$ cat config.mk
export PLATFORM = sky130hd
export DESIGN_NAME = partition_reader_flat
export DESIGN_NICKNAME = d
export VERILOG_FILES = /design/src/rtl/graph_pkg.sv /design/src/rtl/partition_reader_if.sv /design/src/rtl/pr_skid_fifo.sv /design/src/rtl/partition_reader.sv /design/src/flat_wrapper.sv
export SDC_FILE = /design/constraint.sdc
export NUM_CORES = 1
export LEC_CHECK = 0
export ABC_AREA = 0
export BUFFER_PORTS_ARGS = -buffer_cell sky130_fd_sc_hd__clkbuf_2
export CORE_ASPECT_RATIO = 1.2
export CORE_MARGIN = 2
export CORE_UTILIZATION = 50
export CTS_CLUSTER_DIAMETER = 100
export DETAILED_ROUTE_END_ITERATION = 10
export GPL_TIMING_DRIVEN = 0
export PLACE_DENSITY_LB_ADDON = 0.08
export SLEW_MARGIN = 20
export SYNTH_ARGS = -nofsm -noshare
export SYNTH_HDL_FRONTEND = slang
export SYNTH_SLANG_ARGS = --single-unit
$ cat constraint.sdc
create_clock -name clk -period 19.8 [get_ports clk]
set_input_delay 0 -clock clk [delete_from_list [all_inputs] [get_ports clk]]
set_output_delay 0 -clock clk [all_outputs]
set_load 0.05 [all_outputs]
$ cat src/rtl/graph_pkg.sv
// rtl/graph_pkg.sv - shared sizing constants and FSM state type for the partition reader
package graph_pkg;
    localparam int Q      = 16;
    localparam int K      = 16;
    localparam int VID_BW = 16;
    localparam int CPP    = 64;

    typedef enum logic [1:0] {
        ST_IDLE  = 2'd0,
        ST_READ  = 2'd1,
        ST_DRAIN = 2'd2
    } pr_state_t;
endpackage

$ cat src/rtl/partition_reader_if.sv
// rtl/partition_reader_if.sv - SRAM read port and chunk output stream bundle
interface partition_reader_if #(
    parameter int DW = 256,
    parameter int AW = 10
);
    logic          sram_re;
    logic [AW-1:0] sram_addr;
    logic [DW-1:0] sram_rdata;
    logic          out_valid;
    logic          out_ready;
    logic [DW-1:0] out_data;
    logic          out_last;

    modport master (
        output sram_re, sram_addr, out_valid, out_data, out_last,
        input  sram_rdata, out_ready
    );

    modport slave (
        input  sram_re, sram_addr, out_valid, out_data, out_last,
        output sram_rdata, out_ready
    );
endinterface

$ cat src/rtl/pr_skid_fifo.sv
// rtl/pr_skid_fifo.sv - two-entry skid FIFO absorbing SRAM returns under output backpressure
module pr_skid_fifo #(
    parameter int W = 8
) (
    input  logic         clk,
    input  logic         rst,
    input  logic         wr_en,
    input  logic [W-1:0] wr_data,
    input  logic         rd_en,
    output logic [W-1:0] rd_data,
    output logic [1:0]   count,
    output logic         empty
);
    logic [W-1:0] mem [2];
    logic         wptr;
    logic         rptr;
    logic         do_wr;
    logic         do_rd;

    assign do_wr   = wr_en && (count != 2'd2);
    assign do_rd   = rd_en && (count != 2'd0);
    assign empty   = (count == 2'd0);
    assign rd_data = mem[rptr];

    always_ff @(posedge clk) begin
        if (rst) begin
            mem[0] <= '0;
            mem[1] <= '0;
            wptr   <= 1'b0;
            rptr   <= 1'b0;
            count  <= 2'd0;
        end else begin
            if (do_wr) begin
                mem[wptr] <= wr_data;
                wptr      <= ~wptr;
            end
            if (do_rd) begin
                rptr <= ~rptr;
            end
            count <= count + {1'b0, do_wr} - {1'b0, do_rd};
        end
    end
endmodule

$ cat src/rtl/partition_reader.sv
// rtl/partition_reader.sv - per-partition chunk counting and SRAM drain to a chunk stream
// Optional beat counter output enabled by defining PARTITION_READER_BEATCNT_EN.
module partition_reader #(
    parameter int Q      = graph_pkg::Q,
    parameter int K      = graph_pkg::K,
    parameter int VID_BW = graph_pkg::VID_BW,
    parameter int CPP    = graph_pkg::CPP
) (
    input  logic                     clk,
    input  logic                     rst,
    input  logic                     commit_valid,
    input  logic [$clog2(K)-1:0]     commit_part,
    input  logic                     start,
    input  logic [$clog2(K)-1:0]     start_part,
    output logic                     busy,
    output logic                     done,
    output logic                     ovf,
`ifdef PARTITION_READER_BEATCNT_EN
    output logic [$clog2(CPP+1)-1:0] beat_cnt,
`endif
    partition_reader_if.master       bus
);
    import graph_pkg::*;

    localparam int PW = $clog2(K);
    localparam int AW = $clog2(K*CPP);
    localparam int CW = $clog2(CPP+1);
    localparam int DW = Q*VID_BW;
    localparam logic [CW-1:0] CPP_C = CW'(CPP);
    localparam logic [AW-1:0] CPP_A = AW'(CPP);

    pr_state_t     state;
    logic [CW-1:0] cnt [K];
    logic [PW-1:0] part;
    logic [CW-1:0] snap;
    logic [CW-1:0] rd;
    logic          inflight;
    logic          inflight_last;
    logic [1:0]    fifo_count;
    logic          fifo_empty;
    logic [DW:0]   fifo_rdata;
    logic          pop;
    logic          issue;
    logic          issue_last;
    logic          drain_end;
    logic [PW-1:0] rd_part;
    logic [CW-1:0] rd_idx;

    assign pop       = !fifo_empty && bus.out_ready;
    assign drain_end = (state == ST_DRAIN) && pop && fifo_rdata[DW];
    assign busy      = (state != ST_IDLE);

    // First read goes out in the start cycle so the first beat can appear two cycles later;
    // a beat leaving this cycle frees its slot, which keeps one read per cycle sustainable.
    always_comb begin
        issue      = 1'b0;
        issue_last = 1'b0;
        rd_part    = part;
        rd_idx     = rd;
        if (!rst) begin
            if (state == ST_IDLE && start && cnt[start_part] != '0) begin
                issue      = 1'b1;
                issue_last = (cnt[start_part] == CW'(1));
                rd_part    = start_part;
                rd_idx     = '0;
            end else if (state == ST_READ &&
                         ({1'b0, fifo_count} + {2'b0, inflight} - {2'b0, pop}) < 3'd2) begin
                issue      = 1'b1;
                issue_last = (rd == snap - CW'(1));
            end
        end
    end

    assign bus.sram_re   = issue;
    assign bus.sram_addr = issue ? (AW'(rd_part) * CPP_A + AW'(rd_idx)) : '0;

    always_ff @(posedge clk) begin
        if (rst) begin
            state         <= ST_IDLE;
            part          <= '0;
            snap          <= '0;
            rd            <= '0;
            inflight      <= 1'b0;
            inflight_last <= 1'b0;
            done          <= 1'b0;
            ovf           <= 1'b0;
            for (int k = 0; k < K; k++) cnt[k] <= '0;
        end else begin
            done          <= 1'b0;
            inflight      <= issue;
            inflight_last <= issue_last;
            for (int k = 0; k < K; k++) begin
                if (drain_end && PW'(k) == part) begin
                    cnt[k] <= cnt[k] - snap +
                              ((commit_valid && commit_part == part) ? CW'(1) : CW'(0));
                end else if (commit_valid && commit_part == PW'(k)) begin
                    if (cnt[k] == CPP_C) ovf <= 1'b1;
                    else                 cnt[k] <= cnt[k] + CW'(1);
                end
            end
            case (state)
                ST_IDLE: begin
                    if (start) begin
                        part <= start_part;
                        snap <= cnt[start_part];
                        rd   <= issue ? CW'(1) : '0;
                        if (cnt[start_part] == '0)        done  <= 1'b1;
                        else if (cnt[start_part] == CW'(1)) state <= ST_DRAIN;
                        else                               state <= ST_READ;
                    end
                end
                ST_READ: begin
                    if (issue) begin
                        rd <= rd + CW'(1);
                        if (issue_last) state <= ST_DRAIN;
                    end
                end
                ST_DRAIN: begin
                    if (drain_end) begin
                        state <= ST_IDLE;
                        done  <= 1'b1;
                    end
                end
                default: state <= ST_IDLE;
            endcase
        end
    end

    pr_skid_fifo #(.W(DW+1)) u_skid (
        .clk     (clk),
        .rst     (rst),
        .wr_en   (inflight),
        .wr_data ({inflight_last, bus.sram_rdata}),
        .rd_en   (pop),
        .rd_data (fifo_rdata),
        .count   (fifo_count),
        .empty   (fifo_empty)
    );

    assign bus.out_valid = !fifo_empty;
    assign bus.out_data  = fifo_rdata[DW-1:0];
    assign bus.out_last  = !fifo_empty && fifo_rdata[DW];

`ifdef PARTITION_READER_BEATCNT_EN
    logic start_ok;
    assign start_ok = (state == ST_IDLE) && start;

    always_ff @(posedge clk) begin
        if (rst || start_ok) beat_cnt <= '0;
        else if (pop)        beat_cnt <= beat_cnt + CW'(1);
    end
`endif
endmodule
$ cat src/flat_wrapper.sv
// flat-port wrapper written by rule: the top's interface ports become plain ports
module partition_reader_flat import graph_pkg::*;
#(
    parameter int Q      = graph_pkg::Q,
    parameter int K      = graph_pkg::K,
    parameter int VID_BW = graph_pkg::VID_BW,
    parameter int CPP    = graph_pkg::CPP
)
  (clk, rst, commit_valid, commit_part, start, start_part, busy, done, ovf, bus_sram_re, bus_sram_addr, bus_out_valid, bus_out_data, bus_out_last, bus_sram_rdata, bus_out_ready);
  partition_reader_if bus_i ();
  input  logic clk;
  input  logic rst;
  input  logic commit_valid;
  input  logic [$clog2(K)-1:0] commit_part;
  input  logic start;
  input  logic [$clog2(K)-1:0] start_part;
  output logic busy;
  output logic done;
  output logic ovf;
  output wire logic [$bits(bus_i.sram_re)-1:0] bus_sram_re;
  output wire logic [$bits(bus_i.sram_addr)-1:0] bus_sram_addr;
  output wire logic [$bits(bus_i.out_valid)-1:0] bus_out_valid;
  output wire logic [$bits(bus_i.out_data)-1:0] bus_out_data;
  output wire logic [$bits(bus_i.out_last)-1:0] bus_out_last;
  input wire logic [$bits(bus_i.sram_rdata)-1:0] bus_sram_rdata;
  input wire logic [$bits(bus_i.out_ready)-1:0] bus_out_ready;
  assign bus_sram_re = bus_i.sram_re;
  assign bus_sram_addr = bus_i.sram_addr;
  assign bus_out_valid = bus_i.out_valid;
  assign bus_out_data = bus_i.out_data;
  assign bus_out_last = bus_i.out_last;
  assign bus_i.sram_rdata = bus_sram_rdata;
  assign bus_i.out_ready = bus_out_ready;
  partition_reader #(.Q(Q), .K(K), .VID_BW(VID_BW), .CPP(CPP)) u_core (.clk(clk), .rst(rst), .commit_valid(commit_valid), .commit_part(commit_part), .start(start), .start_part(start_part), .busy(busy), .done(done), .ovf(ovf), .bus(bus_i));
endmodule
# After elaboration in Yosys (flattened, before gate mapping)
# Memory sizes are Yosys's and may differ from the RTL's. A register that Yosys moved wholly into a read port is not among the register bits.
# Cells that the tools add are included.
# word_totals
reg_bits,28
ram_bits,626
inputBits,269
output_inout_bits,272
wordCells,464
memories,2
# mem_list
memory,words,width,rd,rd_ports_with_merged_regs,write_ports,line,text
u_core.u_skid.mem,2,257,1,1,2,pr_skid_fifo.sv:14,logic [W-1:0] mem [2];
u_core.cnt,16,7,17,0,16,partition_reader.sv:33,logic [CW-1:0] cnt [K];
# op_classes
add_sub_neg,55
n_lt_le_gt_ge,1
n_eq_ne,57
mux,248
bitwise,34
n_reduce_logical,56
# op_table
op,count
$mux W257,1
$reduce_or A257 Y1,1
$mux W7,36
$mux W1,199
$add A7 B1 Y7 const B,17
$eq A7 B7 Y1 const B,16
$sub A7 B7 Y7,16
$add A7 B1 Y7,10
$add A7 B7 Y7,6
$logic_and A1 B1 Y1,42
$eq A4 B4 Y1 const A,8
$eq A4 B4 Y1 const B,8
$or A1 B1 Y1,32
$eq A3 B4 Y1 const A,4
$eq A4 B3 Y1 const B,4
$pmux W7 S2,1
$mux W2,6
$add A10 B7 Y10,1
$mux W10,1
$eq A2 B4 Y1 const A,2
$eq A4 B2 Y1 const B,2
$logic_not A4 Y1,2
$mux W4,2
$eq A7 B1 Y1 const B,1
other kinds (25),33

# Depth between registers and ports, before layout
# Gate-level depths: netlist of run 1.
# depth
ltp_word,55
ltp_mapped,16
ltp_nobuf,14

# Hierarchy
# A second synthesis of run 1 with hierarchy kept.
# hier_totals
hier_cells,3341
area_unflattened_um2,37815.0
# by_module_without_submodules
module,instances,cells_per_inst,area_per_inst_um2
pr_skid_fifo,1,1682,23078.4
partition_reader,1,1659,14736.6

# Worst setup path after synthesis of run 1
# OpenSTA, ideal clock, no wires.
# synth_path
kind,reg-to-reg
start,reg u_core.u_skid.count[1]
end,mem u_core.u_skid.mem[0][0] (netlist bit) (enable)
setup_time_ns,0.930
arrival_ns,12.364
required_ns,18.870
setup_slack_ns,6.506
stages_incl_launch_ff,4
n_path_buf,0
synth_period_minus_slack_ns,13.294
cell_sequence,dfxtp_1 -> inv_1 -> o21ai_1 -> o21bai_1
# synth_rtl
item,line,text
start: declaration,pr_skid_fifo.sv:11,"output logic [1:0] count,"
start signal: assignment,pr_skid_fifo.sv:40,"count <= count + {1'b0, do_wr} - {1'b0, do_rd};"
end: declaration,pr_skid_fifo.sv:14,

==> flow_summary.json, run 1 <==
{
  "finalMaxSlewViolations": 0,
  "synth_nets": 3569,
  "grtUsageMet1": 0.341,
  "hp-class": "in2reg",
  "hold_viol": 0,
  "synth_edf_count": 626,
  "fin_crit_ps": 4630,
  "cp_top_family": "compound AO/OA/AOI/OAI gates",
  "finalCritPeriodShare": 0.234,
  "grt-busiest-layer": "met2",
  "slowest_delay_ps": 550,
  "dominantRegCellSynth": "edfxtp_1",
  "max_slew_margin": 0.243,
  "routed_via_density": 5.52,
  "setup_ws_ps": 15170,
  "dieHeight_um": 302,
  "intPower_mw": 3.19,
  "path_class": "reg2out",
  "synthArstFlopShare": 0,
  "layout.cells.non_filler": 4952,
  "synthDistinctLibCells": 66,
  "cts-htree-levels": 3,
  "wirelength_um": 110000,
  "cts_root_buf": "clkbuf_16",
  "antenna_found_initial": 9,
  "min-delay-start": "start_part[1]",
  "switchingPower_mw": 2.12,
  "fin_nets": 4460,
  "p_comb_frac": 0.410,
  "skew_ps": 30.4,
  "post-synth-top-area-cell": "edfxtp_1",
  "cts_tree": "built",
  "ys_top_cells_by_area": "edfxtp_1 (51%), and2_1 (9.0%), ha_1 (7.8%)",
  "die_w_um": 252,
  "path_max_fanout": 10,
  "clockPowerShare": 0.236,
  "dpl_worst_slack_ps": 15310,
  "hpwl_um": 81500,
  "crit_start": "u_core.cnt[7][2]",
  "synth_top_area_share": 0.509,
  "slowest_stage": "mux4_2",
  "gr-total-overflow": 0,
  "ctsResizeCount": 0,
  "switching_share": 0.399,
  "cts_setup_buffers": 0,
  "port-buffer-count": 537,
  "whs_ps": 87.9,
  "ys_ff_latch": 655,
  "dr_total_vias": 27400,
  "worst_ep_arrival_time_ps": 4630,
  "netlist_area_um2": 36900,
  "die_area_um2": 76000,
  "drc": 0,
  "r2r-start": "u_core.part[2]",
  "wl_per_cell_um": 22.2,
  "power_density_nw_per_um2": 115,
  "grt_util_met2": 0.491,
  "worstSetupEndpointType": "output pin",
  "grt.total_usage": 0.282,
  "required_ps": 19800,
  "setup_viol": 0,
  "hold_buffers": 259,
  "start_util": 0.503,
  "cts.path.max_buffers": 3,
  "pin_count": 541,
  "yosys_warnings": 0,
  "first_global_vias": 27800,
  "rsz0062_at_grt": "no",
  "numCtsBuffers": 71,
  "crit_chain": "mux4_2, nand2b_1, a21oi_1, o211ai_2, nor4_4, a211o_1, buf_6, mux2_1, ha_1, nand3_1, xnor2_1, o22ai_1, clkbuf_2",
  "grt_max_degree": 50,
  "p_leak_nw": 19.2,
  "peakVddDrop_v": 0.0000831,
  "status": "finished clean",
  "max-cap-violations": 0,
  "netlist_instances": 3052,
  "yosysMostFrequentCell": "edfxtp_1",
  "grt_pass1_wl_um": 164000,
  "achievable-frequency_ghz": 0.216,
  "critPathBufInv": 2,
  "ant_nets": 0,
  "worstMarginPinSlew_ps": 1130,
  "place_inst": 4554,
  "total_power_mw": 5.31,
  "place_area_um2": 41300,
  "gp_congestion": 0.940,
  "seqPwrFrac": 0.354,
  "dr.pass1.iters": 7,
  "drtIter0Drc": 1879,
  "synth.top_cells.by_count": "edfxtp_1 (626), and2_1 (534), mux2_2 (256)",
  "yosysSeqAreaShare": 0.525,
  "row_count": 109,
  "grt_util_met3": 0.0577,
  "insertion_delay_ps": 630,
  "synth_area_per_cell_um2": 12.1,
  "area.growth.synth_to_final_pct": 24.7,
  "cts.clk_slew.worst_paths_ps": 60,
  "cp-start-kind": "flop",
  "coreArea_um2": 73400,
  "cts.sinks": 655,
  "final_area_um2": 46100,
  "drive_above_1_share": 0.243
}
-- final timing paths --
path / endpoint / slack [ps] / cells after the start
min reg2reg: u_core.snap[1] / 510 / 2
max reg2reg: u_core.cnt[11][6] / 15210 / 17
min: u_core.part[1] / 90 / 4
max: bus_sram_addr[9] / 15170 / 13
-- state kept, by name (all words and copies together) (netlist names), named ones only --
signal	cells
u_core.u_skid.mem	514
u_core.u_skid.wptr	1
u_core.rd	7
u_core.cnt	112
u_core.inflight_last	1
u_core.u_skid.rptr	1
u_core.done	1
u_core.part	4
u_core.inflight	1
u_core.state	2
u_core.ovf	1
u_core.snap	7
u_core.u_skid.count	2
-- tightest hold or removal path, stage by stage --
cell and delay [ps]:
buf_2 220, buf_2 290, nand2_1 100, a21oi_1 50
-- cell type report --
class | count | area, µm²
sequential | 655 | 19400
tap | 943 | 1180
clock buffer | 92 | 1930
timing repair buffer | 818 | 5750
inverter | 136 | 510
antenna | 10 | 25.0
multi-input combinational | 2116 | 16500
buffer | 145 | 594
fill | 5888 | 27300
clock inverter | 37 | 221
-- kinds of logic (layout without fill, tap and decap cells) --
logic type | count (synthesis) | in the layout | share of synthesized area
muxes | 310 | 310 | 0.101
xor gates and xnor gates | 199 | 199 | 0.0472
and+or+nand+nor | 1059 | 1059 | 0.160
DFF | 655 | 655 | 0.525
other | 0 | 10 | 0
buffers and inverters | 281 | 1228 | 0.0299
AOI/OAI and AO/OA | 300 | 300 | 0.0496
adders and majority gates | 248 | 248 | 0.0875
-- stage by stage --
stage,setup TNS (ps),util
3_5_place_dp,0,0.563
4_1_cts,0,0.627
6_report,0,0.628
3_3_place_gp,-166210,0.556
5_1_grt,0,0.628
2_1_floorplan,0,-
-- metal layers --
metal / wire length (µm) / vias up
li1: - / 12700
met1: 43000 / 13500
met2: 55400 / 971
met3: 7660 / 228
met4: 4100 / 0
met5: 0 / -
-- power groups by stage --
stage	Sequential [mW]	Combinational (mW)	Clock (mW)
5_1_grt	1.90	2.31	1.32
2_1_floorplan	1.91	1.58	0
6_report	1.88	2.17	1.25
4_1_cts	1.88	2.18	1.27
3_5_place_dp	1.91	2.12	0
3_3_place_gp	1.97	2.05	0
-- placed cells by master, fill, tap and decap left out, drive strengths merged, types with 15 or more instances in the layout --
| cell type | synthesis | routed |
|---|---|---|
| clkbuf | 125 | 754 |
| edfxtp | 626 | 626 |
| and2 | 535 | 535 |
| mux2 | 264 | 264 |
| dlygate4sd3 | 0 | 259 |
| ha | 231 | 231 |
| nor2 | 163 | 163 |
| a21oi | 154 | 154 |
| inv | 136 | 141 |
| xnor2 | 105 | 105 |
| xor2 | 94 | 94 |
| nand3 | 91 | 91 |
| nor3 | 83 | 83 |
| nand2 | 66 | 66 |
| a21o | 51 | 51 |
| buf | 20 | 42 |
| clkinv | 0 | 30 |
| o21ai | 30 | 30 |
| dfxtp | 29 | 29 |
| nor2b | 24 | 24 |
| mux4 | 23 | 23 |
| mux2i | 23 | 23 |
| nor4 | 22 | 22 |
| and3 | 21 | 21 |
| fa | 17 | 17 |
| nand2b | 15 | 15 |
| o21bai | 15 | 15 |
(Power assumes the default switching activity.)
==> inputs of run 2 (changes only) <==
--- a/config.mk
+++ b/config.mk
@@ -5,7 +5,7 @@
 export SDC_FILE = /design/constraint.sdc
 export NUM_CORES = 1
 export LEC_CHECK = 0
-export ABC_AREA = 0
+export ABC_AREA = 1
 export BUFFER_PORTS_ARGS = -buffer_cell sky130_fd_sc_hd__clkbuf_2
 export CORE_ASPECT_RATIO = 1.2
 export CORE_MARGIN = 2
==> constraint.sdc (replaced) <==
create_clock -name clk -period 4.1 [get_ports clk]
set_input_delay 0 -clock clk [delete_from_list [all_inputs] [get_ports clk]]
set_output_delay 0 -clock clk [all_outputs]
set_load 0.05 [all_outputs]
==> flow_summary.json, run 2 <==
{
  "synth-simple-area-share": 0.140,
  "setup_ws_ps": 250,
  "cts_setup_buffers": 0,
  "row_count": 108,
  "hold_viol": 0,
  "layout_common_cells": "nor2_1 (722), edfxtp_1 (626), inv_1 (569)",
  "routed_via_density": 5.31,
  "slowest_delay_ps": 460,
  "synth-xor-area-share": 0.0400,
  "dr_wl_met3_um": 8040,
  "synth_compound_area_frac": 0.0536,
  "ff2ff_path_depth": 16,
  "multi_input_area_um2": 14800,
  "fin_crit_ps": 3850,
  "synthArstFlopShare": 0,
  "final_common_cell": "nor2_1",
  "dr_total_vias": 29200,
  "reg.largest.list": "u_core.u_skid.mem x514, u_core.cnt x112",
  "synthDistinctLibCells": 53,
  "gp_congestion": 1.02,
  "die_w_um": 252,
  "crit_chain": "nor2_2, nor2_4, ha_1, or2_2, fa_1, xnor2_1, nand3_1, nor2_2, clkinv_2, nand2_1, inv_1, nor2_1, clkbuf_2",
  "hp-class": "in2reg",
  "peakVddDrop_v": 0.000390,
  "max-cap-violations": 0,
  "insertion_delay_ps": 630,
  "worstMarginPinSlew_ps": 1090,
  "synth_nets": 4139,
  "drive_above_1_share": 0.213,
  "total_power_mw": 24.5,
  "required_ps": 4100,
  "netlist_instances": 3622,
  "status": "finished clean",
  "wl_met2_um": 57600,
  "setup_viol": 0,
  "slowest_stage": "dfxtp_1",
  "min_path_cells": 6,
  "rsz0062_at_grt": "no",
  "ys_top_cells_by_area": "edfxtp_1 (51%), ha_1 (7.9%), mux2_2 (7.8%)",
  "cts-htree-levels": 3,
  "cp_common_cell": "nor2_2",
  "min-delay-start": "start_part[2]",
  "skew_ps": 28.0,
  "power_density_nw_per_um2": 535,
  "largest-register": "u_core.u_skid.mem",
  "drtIter0Drc": 2105,
  "synth_top_area_share": 0.511,
  "crit_start": "u_core.u_skid.count[1]",
  "grt.total_usage": 0.305,
  "dominantRegCellSynth": "edfxtp_1",
  "achievable-frequency_ghz": 0.260,
  "grt_pass1_wl_um": 174000,
  "utilization": 0.632,
  "wirelength_um": 118000,
  "first_global_vias": 29300,
  "fin_nets": 5020,
  "drt-met1-wl_um": 45500,
  "ys_ff_latch": 655,
  "yosysSeqAreaShare": 0.527,
  "clockPowerShare": 0.256,
  "cts_tree": "built",
  "synth_top_family_by_area": "simple AND/OR/NAND/NOR gates",
  "post-synth-top-area-cell": "edfxtp_1",
  "yosys_warnings": 0,
  "coreArea_um2": 72600,
  "synth_adder_area_share": 0.0878,
  "switching_share": 0.397,
  "dieHeight_um": 301,
  "path_max_fanout": 10,
  "die_area_um2": 75800,
  "cts.path.max_buffers": 3,
  "switchingPower_mw": 9.73,
  "seqPwrFrac": 0.356,
  "synth.top_cells.by_count": "nor2_1 (723), edfxtp_1 (626), inv_1 (574)",
  "synth_edf_count": 626,
  "path_class": "reg2out",
  "port-buffer-count": 538,
  "ant_nets": 0,
  "grt_max_degree": 88,
  "finalMaxSlewViolations": 0,
  "top_layer": "met5",
  "antenna_found_initial": 16,
  "cp-start-kind": "flop",
  "netlist_area_um2": 36800,
  "start_util": 0.507,
  "area.growth.synth_to_final_pct": 24.6,
  "r2r-start": "u_core.part[2]",
  "wl_per_cell_um": 21.4,
  "p_leak_nw": 20.8,
  "p_comb_frac": 0.388,
  "dpl_worst_slack_ps": 50.1,
  "worstSetupEndpointType": "output pin",
  "synth_area_per_cell_um2": 10.2,
  "worst_ep_arrival_time_ps": 3850,
  "cts.clk_slew.worst_paths_ps": 60,
  "nFillCells": 6067,
  "max_slew_margin": 0.275,
  "intPower_mw": 14.8,
  "pin_count": 541,
  "regArea_um2": 19400,
  "finalCritPeriodShare": 0.939,
  "drc": 0,
  "numCtsBuffers": 71,
  "gr-total-overflow": 0,
  "cts.sinks": 655,
  "dr.pass1.iters": 11,
  "largest_register_ffs": 514,
  "muxShareOfSynthArea": 0.0783,
  "hpwl_um": 86600,
  "yosysMostFrequentCell": "nor2_1",
  "r2r_slack_ps": 420,
  "cts_root_buf": "clkbuf_16"
}
-- run 2: cell types whose count changed in the layout (fill, tap and decap cells not counted), moves of 30 or more --
cell      delta
a211oi_1    +41
nor3_1      -36
a21o_1      -50
inv_1      +439
xnor2_1     -61
xor2_1      +30
and2_1     -529
nand2_1    +209
nor2_1     +559
nand3_1     +56
clkbuf_1    -33
o21ai_0     +60
-- run 2: final timing paths --
kind,end
setup / recovery,bus_sram_addr[8]
hold reg to reg,u_core.u_skid.rptr
setup reg to reg,u_core.cnt[4][6]
hold / removal,u_core.snap[3]
-- run 2: repair_timing --
item,in CTS,in global routing
gates cloned,0,1
gates resized for setup,1,4
endpoints found under the hold margin,525,0
hold buffers,258,0
setup endpoints to repair,4,89
-- run 2: per-stage QoR --
step | cell area, µm² | hold WS (ps) | std cells | setup TNS (ps)
2_1_floorplan | 36800 | 220 | 3622 | 0
3_3_place_gp | 40700 | 308 | 5095 | -968790
3_5_place_dp | 41000 | 315 | 5106 | 0
4_1_cts | 45800 | 22.9 | 5490 | 0
5_1_grt | 45800 | 71.7 | 5502 | 0
6_report | 45800 | 59.4 | 5507 | 0
-- run 2: cell families (layout without fill, tap and decap cells) --
group,after synthesis,count (layout)
buffers and inverters,704,1638
adders and majority gates,248,248
and+or+nand+nor,1257,1257
DFF,655,655
AOI/OAI and AO/OA,334,334
muxes,256,256
xor gates and xnor gates,168,168
other,0,16
-- run 2: critical path, delay by kind of cell, from the launching register on --
kind	cells	cell delay [ps]
adder cells (fa/ha/maj)	2	660
buffers and inverters	3	600
flip-flops	1	460
XOR/XNOR	1	160
AND/OR/NAND/NOR	7	1360
-- run 2: final cells by class --
type	count	area share
flip-flops and latches	655	0.423
multi-input cells	2263	0.322
repair buffers	808	0.121
inverters	580	0.0475
clock buffers	84	0.0398
well taps	935	0.0255
plain buffers	124	0.0117
clock inverters	42	0.00852
diodes	16	0.000873
-- run 2: metal layers --
layer | vias up | track usage
met5 | - | 0
met4 | 8 | 0.172
met3 | 287 | 0.0621
met2 | 1040 | 0.523
met1 | 14000 | 0.358
li1 | 13900 | -
-- run 2: power by group through the flow --
stage               logic, mW  registers [mW]  clock network (mW)
finish                   9.52            8.73                6.26
global route             10.2            8.81                6.59
CTS                      9.53            8.72                6.35
detailed placement       9.25            8.86                   0
global placement         9.12            8.90                   0
floorplan                6.79            8.75                   0
